`src/rtl/req_pending_encoder_if.sv`:
```
// Request/mask/handshake bundle between a request source and req_pending_encoder.
// The slave modport is the encoder's view; master is the driver/consumer side.
interface req_pending_encoder_if;
    logic [3:0] req;
    logic [3:0] mask;
    logic       ack;
    logic       ovf_clr;
    logic       valid;
    logic [1:0] code;
    logic [3:0] pending;
    logic       overflow;

    modport master (
        output req, mask, ack, ovf_clr,
        input  valid, code, pending, overflow
    );

    modport slave (
        input  req, mask, ack, ovf_clr,
        output valid, code, pending, overflow
    );
endinterface

```
`src/rtl/req_pending_encoder.sv`:
```
// Captures rising edges on four request lines into a pending register and presents the
// highest-priority eligible one as a registered, ack-held 2-bit code.
module req_pending_encoder (
    input logic                  clk,
    input logic                  reset,
    req_pending_encoder_if.slave bus
);
    localparam logic StIdle    = 1'b0;
    localparam logic StPresent = 1'b1;

    logic [3:0] req_d;
    logic       armed_q;
    logic [3:0] pending_q, pending_d;
    logic       overflow_q, overflow_d;
    logic       state_q, state_d;
    logic [1:0] code_q, code_d;

    logic [3:0] rise;
    logic [3:0] clr;
    logic [3:0] eligible;
    logic [3:0] remaining;
    logic       take;

    function automatic logic [1:0] prio(input logic [3:0] v);
        logic [1:0] r;
        r = 2'b00;
        if (v[3])      r = 2'b11;
        else if (v[2]) r = 2'b10;
        else if (v[1]) r = 2'b01;
        return r;
    endfunction

    // The first clock after reset only loads req_d, so levels held through reset never count.
    assign rise = armed_q ? (bus.req & ~req_d) : 4'b0000;

    always_comb begin
        take       = (state_q == StPresent) && bus.ack;
        clr        = take ? (4'b0001 << code_q) : 4'b0000;
        pending_d  = rise | (pending_q & ~clr);
        overflow_d = (|(rise & pending_q & ~clr)) | (overflow_q & ~bus.ovf_clr);
        eligible   = pending_q & bus.mask;
        remaining  = eligible & ~clr;
    end

    always_comb begin
        state_d = state_q;
        code_d  = code_q;
        case (state_q)
            StIdle: begin
                if (eligible != 4'b0000) begin
                    code_d  = prio(eligible);
                    state_d = StPresent;
                end
            end
            StPresent: begin
                if (take) begin
                    if (remaining != 4'b0000) code_d = prio(remaining);
                    else                      state_d = StIdle;
                end
            end
            default: state_d = StIdle;
        endcase
    end

    always_ff @(posedge clk or posedge reset) begin
        if (reset) begin
            req_d      <= 4'b0000;
            armed_q    <= 1'b0;
            pending_q  <= 4'b0000;
            overflow_q <= 1'b0;
            state_q    <= StIdle;
            code_q     <= 2'b00;
        end else begin
            req_d      <= bus.req;
            armed_q    <= 1'b1;
            pending_q  <= pending_d;
            overflow_q <= overflow_d;
            state_q    <= state_d;
            code_q     <= code_d;
        end
    end

    assign bus.valid    = state_q;
    assign bus.code     = code_q;
    assign bus.pending  = pending_q;
    assign bus.overflow = overflow_q;
endmodule

```
`src/flat_wrapper.sv`:
```
// flat-port wrapper written by rule: the top's interface ports become plain ports
module req_pending_encoder_flat 
  (clk, reset, bus_req, bus_mask, bus_ack, bus_ovf_clr, bus_valid, bus_code, bus_pending, bus_overflow);
  req_pending_encoder_if bus_i ();
  input logic clk;
  input logic reset;
  input wire logic [$bits(bus_i.req)-1:0] bus_req;
  input wire logic [$bits(bus_i.mask)-1:0] bus_mask;
  input wire logic [$bits(bus_i.ack)-1:0] bus_ack;
  input wire logic [$bits(bus_i.ovf_clr)-1:0] bus_ovf_clr;
  output wire logic [$bits(bus_i.valid)-1:0] bus_valid;
  output wire logic [$bits(bus_i.code)-1:0] bus_code;
  output wire logic [$bits(bus_i.pending)-1:0] bus_pending;
  output wire logic [$bits(bus_i.overflow)-1:0] bus_overflow;
  assign bus_i.req = bus_req;
  assign bus_i.mask = bus_mask;
  assign bus_i.ack = bus_ack;
  assign bus_i.ovf_clr = bus_ovf_clr;
  assign bus_valid = bus_i.valid;
  assign bus_code = bus_i.code;
  assign bus_pending = bus_i.pending;
  assign bus_overflow = bus_i.overflow;
  req_pending_encoder u_core (.clk(clk), .reset(reset), .bus(bus_i));
endmodule
```
`config.mk`:
```
export PLATFORM = sky130hd
export DESIGN_NAME = req_pending_encoder_flat
export DESIGN_NICKNAME = d
export VERILOG_FILES = /design/src/rtl/req_pending_encoder_if.sv /design/src/rtl/req_pending_encoder.sv /design/src/flat_wrapper.sv
export SDC_FILE = /design/constraint.sdc
export NUM_CORES = 1
export LEC_CHECK = 0
export CORE_UTILIZATION = 35
export CTS_BUF_LIST = sky130_fd_sc_hd__clkbuf_4 sky130_fd_sc_hd__clkbuf_8
export CTS_CLUSTER_SIZE = 24
export DETAILED_ROUTE_END_ITERATION = 16
export GPL_ROUTABILITY_DRIVEN = 0
export PLACE_DENSITY = 0.67
export SLEW_MARGIN = 20
export SYNTH_ARGS = -nofsm -noshare
export SYNTH_HDL_FRONTEND = slang
export SYNTH_SLANG_ARGS = --single-unit
```
`constraint.sdc`:
```
create_clock -name clk -period 1.6 [get_ports clk]
set_input_delay 0.32 -clock clk [delete_from_list [all_inputs] [get_ports clk]]
set_output_delay 0.32 -clock clk [all_outputs]
set_load 0.01 [all_outputs]
```
==> reports/results.tsv <==
metric	value	unit
total_routed_wirelength	1.56	mm
pin_count	20	
initialDrtViolationCount	9	
timing.setup.critical_path_class	reg2reg	
leakagePower	0.448	nW
violations	setup timing	
final.period_utilization	1.04	
worst_hold_slack	0.373	ns
clock-root-buffer	clkbuf_4	
hold_viol	0	
final_antenna_net_count	0	
cp_slowest_cell	dfrtp_1	
arrival_time_at_the_worst_endpoint	1.82	ns
ff2ff_setup_slack	-0.06	ns
setup.worst_path.start	u_core.bus.code[1]$_DFFE_PP0P_	
share_comb_of_total_power	0.588	
rr_worst_depth	6	
ys_seq_elements	13	
placement.io_buffers	19	
rr_startpoint	u_core.bus.code[1]$_DFFE_PP0P_	
setup.worst_path.end	u_core.bus.code[0]$_DFFE_PP0P_	
area_delta_synth_final	71.7	%
grt_setup_unrepaired	yes	
net-switching-power	0.000653	W
chain_of_cells_forming_the_critical_path	buf_6 > buf_6 > o211ai_4 > o2111ai_4 > a31oi_4 > mux2_4	
netlist-cell-type-count	25	
grt_pass1_wl	2.30	mm
fmax	603	MHz
period_minus_slack	1.66	ns
floorplan.initialDensity	0.385	
p_total	0.00179	W
drt-wirelength-per-cell	14.8	µm
insertedDiodeCount	0	
synth.yosys.seq_area_share	0.549	
routed_via_density	5.33	
post-route-drc-count	0	
crit_required	1.77	ns
critical_path.most_common_cell	buf_6	
power_frac_seq	0.300	
internal_power	0.00114	W
setup_slack_of_the_critical_path_after_layout	-0.0584	ns
worstHoldPathType	in2async	
synth_cells	53	
synth_fp_nets	65	
firstDrtPassIters	4	
switching_share	0.365	
antenna_found_initial	0	
cpPeakStageDelay	0.42	ns
critPathLaunchType	flip-flop	
powerDensity	1760	nW/µm²
peakVddDrop	0.000960	V
crit_path_end_kind	flip-flop	
nNetsFinal	102	
clock-skew-final	0.000984	ns
post-dp-hpwl	1.01	mm
h-tree-depth	1	
numCtsBuffers	3	
tritoncts_clock_tree	yes	
grt_pass1_vias	549	
max_cap_viol_count	0	
crit_fanout	3	
final-setup-viol-count	2	
yosys_warn_count	0	
worst_skew_pair.late_latency	0.27	ns
critPathTopFamily	compound AO/OA/AOI/OAI gates	
grt_util_overall	0.177	
worst_flop_to_flop_path_endpoint	u_core.bus.code[0]$_DFFE_PP0P_	
clock_pin_slew_of_the_registers_on_the_worst_case_setup_and_hold_paths	0.08	ns
clockPowerShare	0.112	
status	finished, violations left	
layout_cell_share_with_drive_strength_beyond_1	0.360	
critical_path_buf_inv_count	2	
post_synth.cell_area_avg	11.2	µm²
maxSlewViolCount	0	
tritoncts_num_sinks	13	
core	1540	µm²
grt_start_max_net_pins	14	
cp.depth	6	
die-area	1860	µm²
die_h	43.2	µm
total_number_of_vias	560	
num_rows	14	
die_w	43.2	µm
post_synth_instance_area	593	µm²
cts_buffer_depth	2	
grt_overflow_total	0	
## sequential cells by signal (all words and copies together), names as in the netlist
signal and cells:
u_core.bus.code 2, u_core.req_d 4, u_core.bus.valid 1, u_core.armed_q 1
u_core.bus.overflow 1, u_core.bus.pending 4
## layout make-up
type | count | area (µm²)
clock buffers | 3 | 22.5
clock inverters | 1 | 5.00
fillers | 116 | 523
inverters | 1 | 3.75
multi-input cells | 39 | 340
flip-flops and latches | 13 | 327
well taps | 16 | 20.0
repair buffers | 32 | 300
## synth_stat cells (all sizes together)
cell     number  share of area
dfrtp        13           0.55
nand2         9          0.057
nand3         4          0.042
a31oi         2          0.021
mux2          2          0.038
nand3b        2          0.025
nor3b         2          0.025
o21ai         2          0.017
o31ai         2          0.025
a22o          1          0.017
a22oi         1          0.013
and3          1          0.013
conb          1         0.0063
inv           1         0.0063
nand2b        1          0.011
nand4         1          0.011
nand4b        1          0.015
nor2b         1          0.011
nor3          1         0.0084
o2111ai       1          0.025
o211ai        1          0.021
o22a          1          0.017
o311ai        1          0.015
or2b          1          0.013
## per-layer routing
layer | track usage | part of all wire | up-vias
met5 | 0 | 0 | -
met4 | 0.0909 | 0.0096 | 0
met3 | 0.0851 | 0.033 | 2
met2 | 0.287 | 0.53 | 10
met1 | 0.189 | 0.42 | 277
li1 | - | - | 271
## through the flow
step,utilization,TNS (ns),setup slack [ns],instances,area (µm²)
global route,0.661,-0.259,-0.114,105,1020
CTS,0.597,-0.0444,-0.0227,102,921
finish,0.661,-0.115,-0.0584,105,1020
detailed placement,0.555,-1.28,-0.428,95,856
floorplan,-,0,0.0198,53,593
global placement,0.555,-1.27,-0.418,95,856
## timing repair
item                       in CTS  in global routing
setup buffers                   3                  3
hold buffers                    0                  0
setup endpoints to repair       5                  6
resized for setup               7                 15
pin swaps                       1                  5
## cell families (layout without fill, tap and decap cells)
| logic type | count (synthesis) | count (layout) | synth area share |
|---|---|---|---|
| AO/OA/AOI/OAI | 12 | 12 | 0.171 |
| buffers and inverters | 1 | 37 | 0.00632 |
| flip-flops | 13 | 13 | 0.549 |
| multiplexers | 2 | 2 | 0.0380 |
| other | 1 | 1 | 0.00632 |
| AND/OR/NAND/NOR | 24 | 24 | 0.230 |
## cells in the final DEF, fill, tap and decap left out, drive strengths merged, types with 2 or more instances in the layout
cell type | netlist | final
buf | 0 | 13
clkbuf | 0 | 3
nor3b | 2 | 2
a31oi | 2 | 2
nand3 | 4 | 4
mux2 | 2 | 2
dlymetal6s2s | 0 | 2
o21ai | 2 | 2
nand2 | 9 | 9
nand3b | 2 | 2
dlygate4sd2 | 0 | 3
dfrtp | 13 | 13
o31ai | 2 | 2
clkdlybuf4s50 | 0 | 14
## power by group through the flow
stage	Sequential [W]	Clock, W	Combinational, W
global placement	0.000559	0	0.000710
finish	0.000537	0.000201	0.00105
detailed placement	0.000557	0	0.000720
global route	0.000550	0.000225	0.00112
floorplan	0.000599	0	0.000267
CTS	0.000538	0.000210	0.000819
## worst min-delay path by stage
stage	from	slack, ns	cells after the start	endpoint
2_1_floorplan	reset	0.20	1	u_core.armed_q$_DFF_PP0_
4_1_cts	reset	0.38	2	u_core.req_d[3]$_DFF_PP0_
6_report	reset	0.37	2	u_core.bus.overflow$_DFF_PP0_
3_3_place_gp	u_core.req_d[3]$_DFF_PP0_	0.44	1	u_core.bus.pending[3]$_DFF_PP0_
3_5_place_dp	u_core.req_d[3]$_DFF_PP0_	0.44	1	u_core.bus.pending[3]$_DFF_PP0_
5_1_grt	reset	0.41	2	u_core.req_d[3]$_DFF_PP0_
Note: power is estimated with default switching activity, not from simulation.
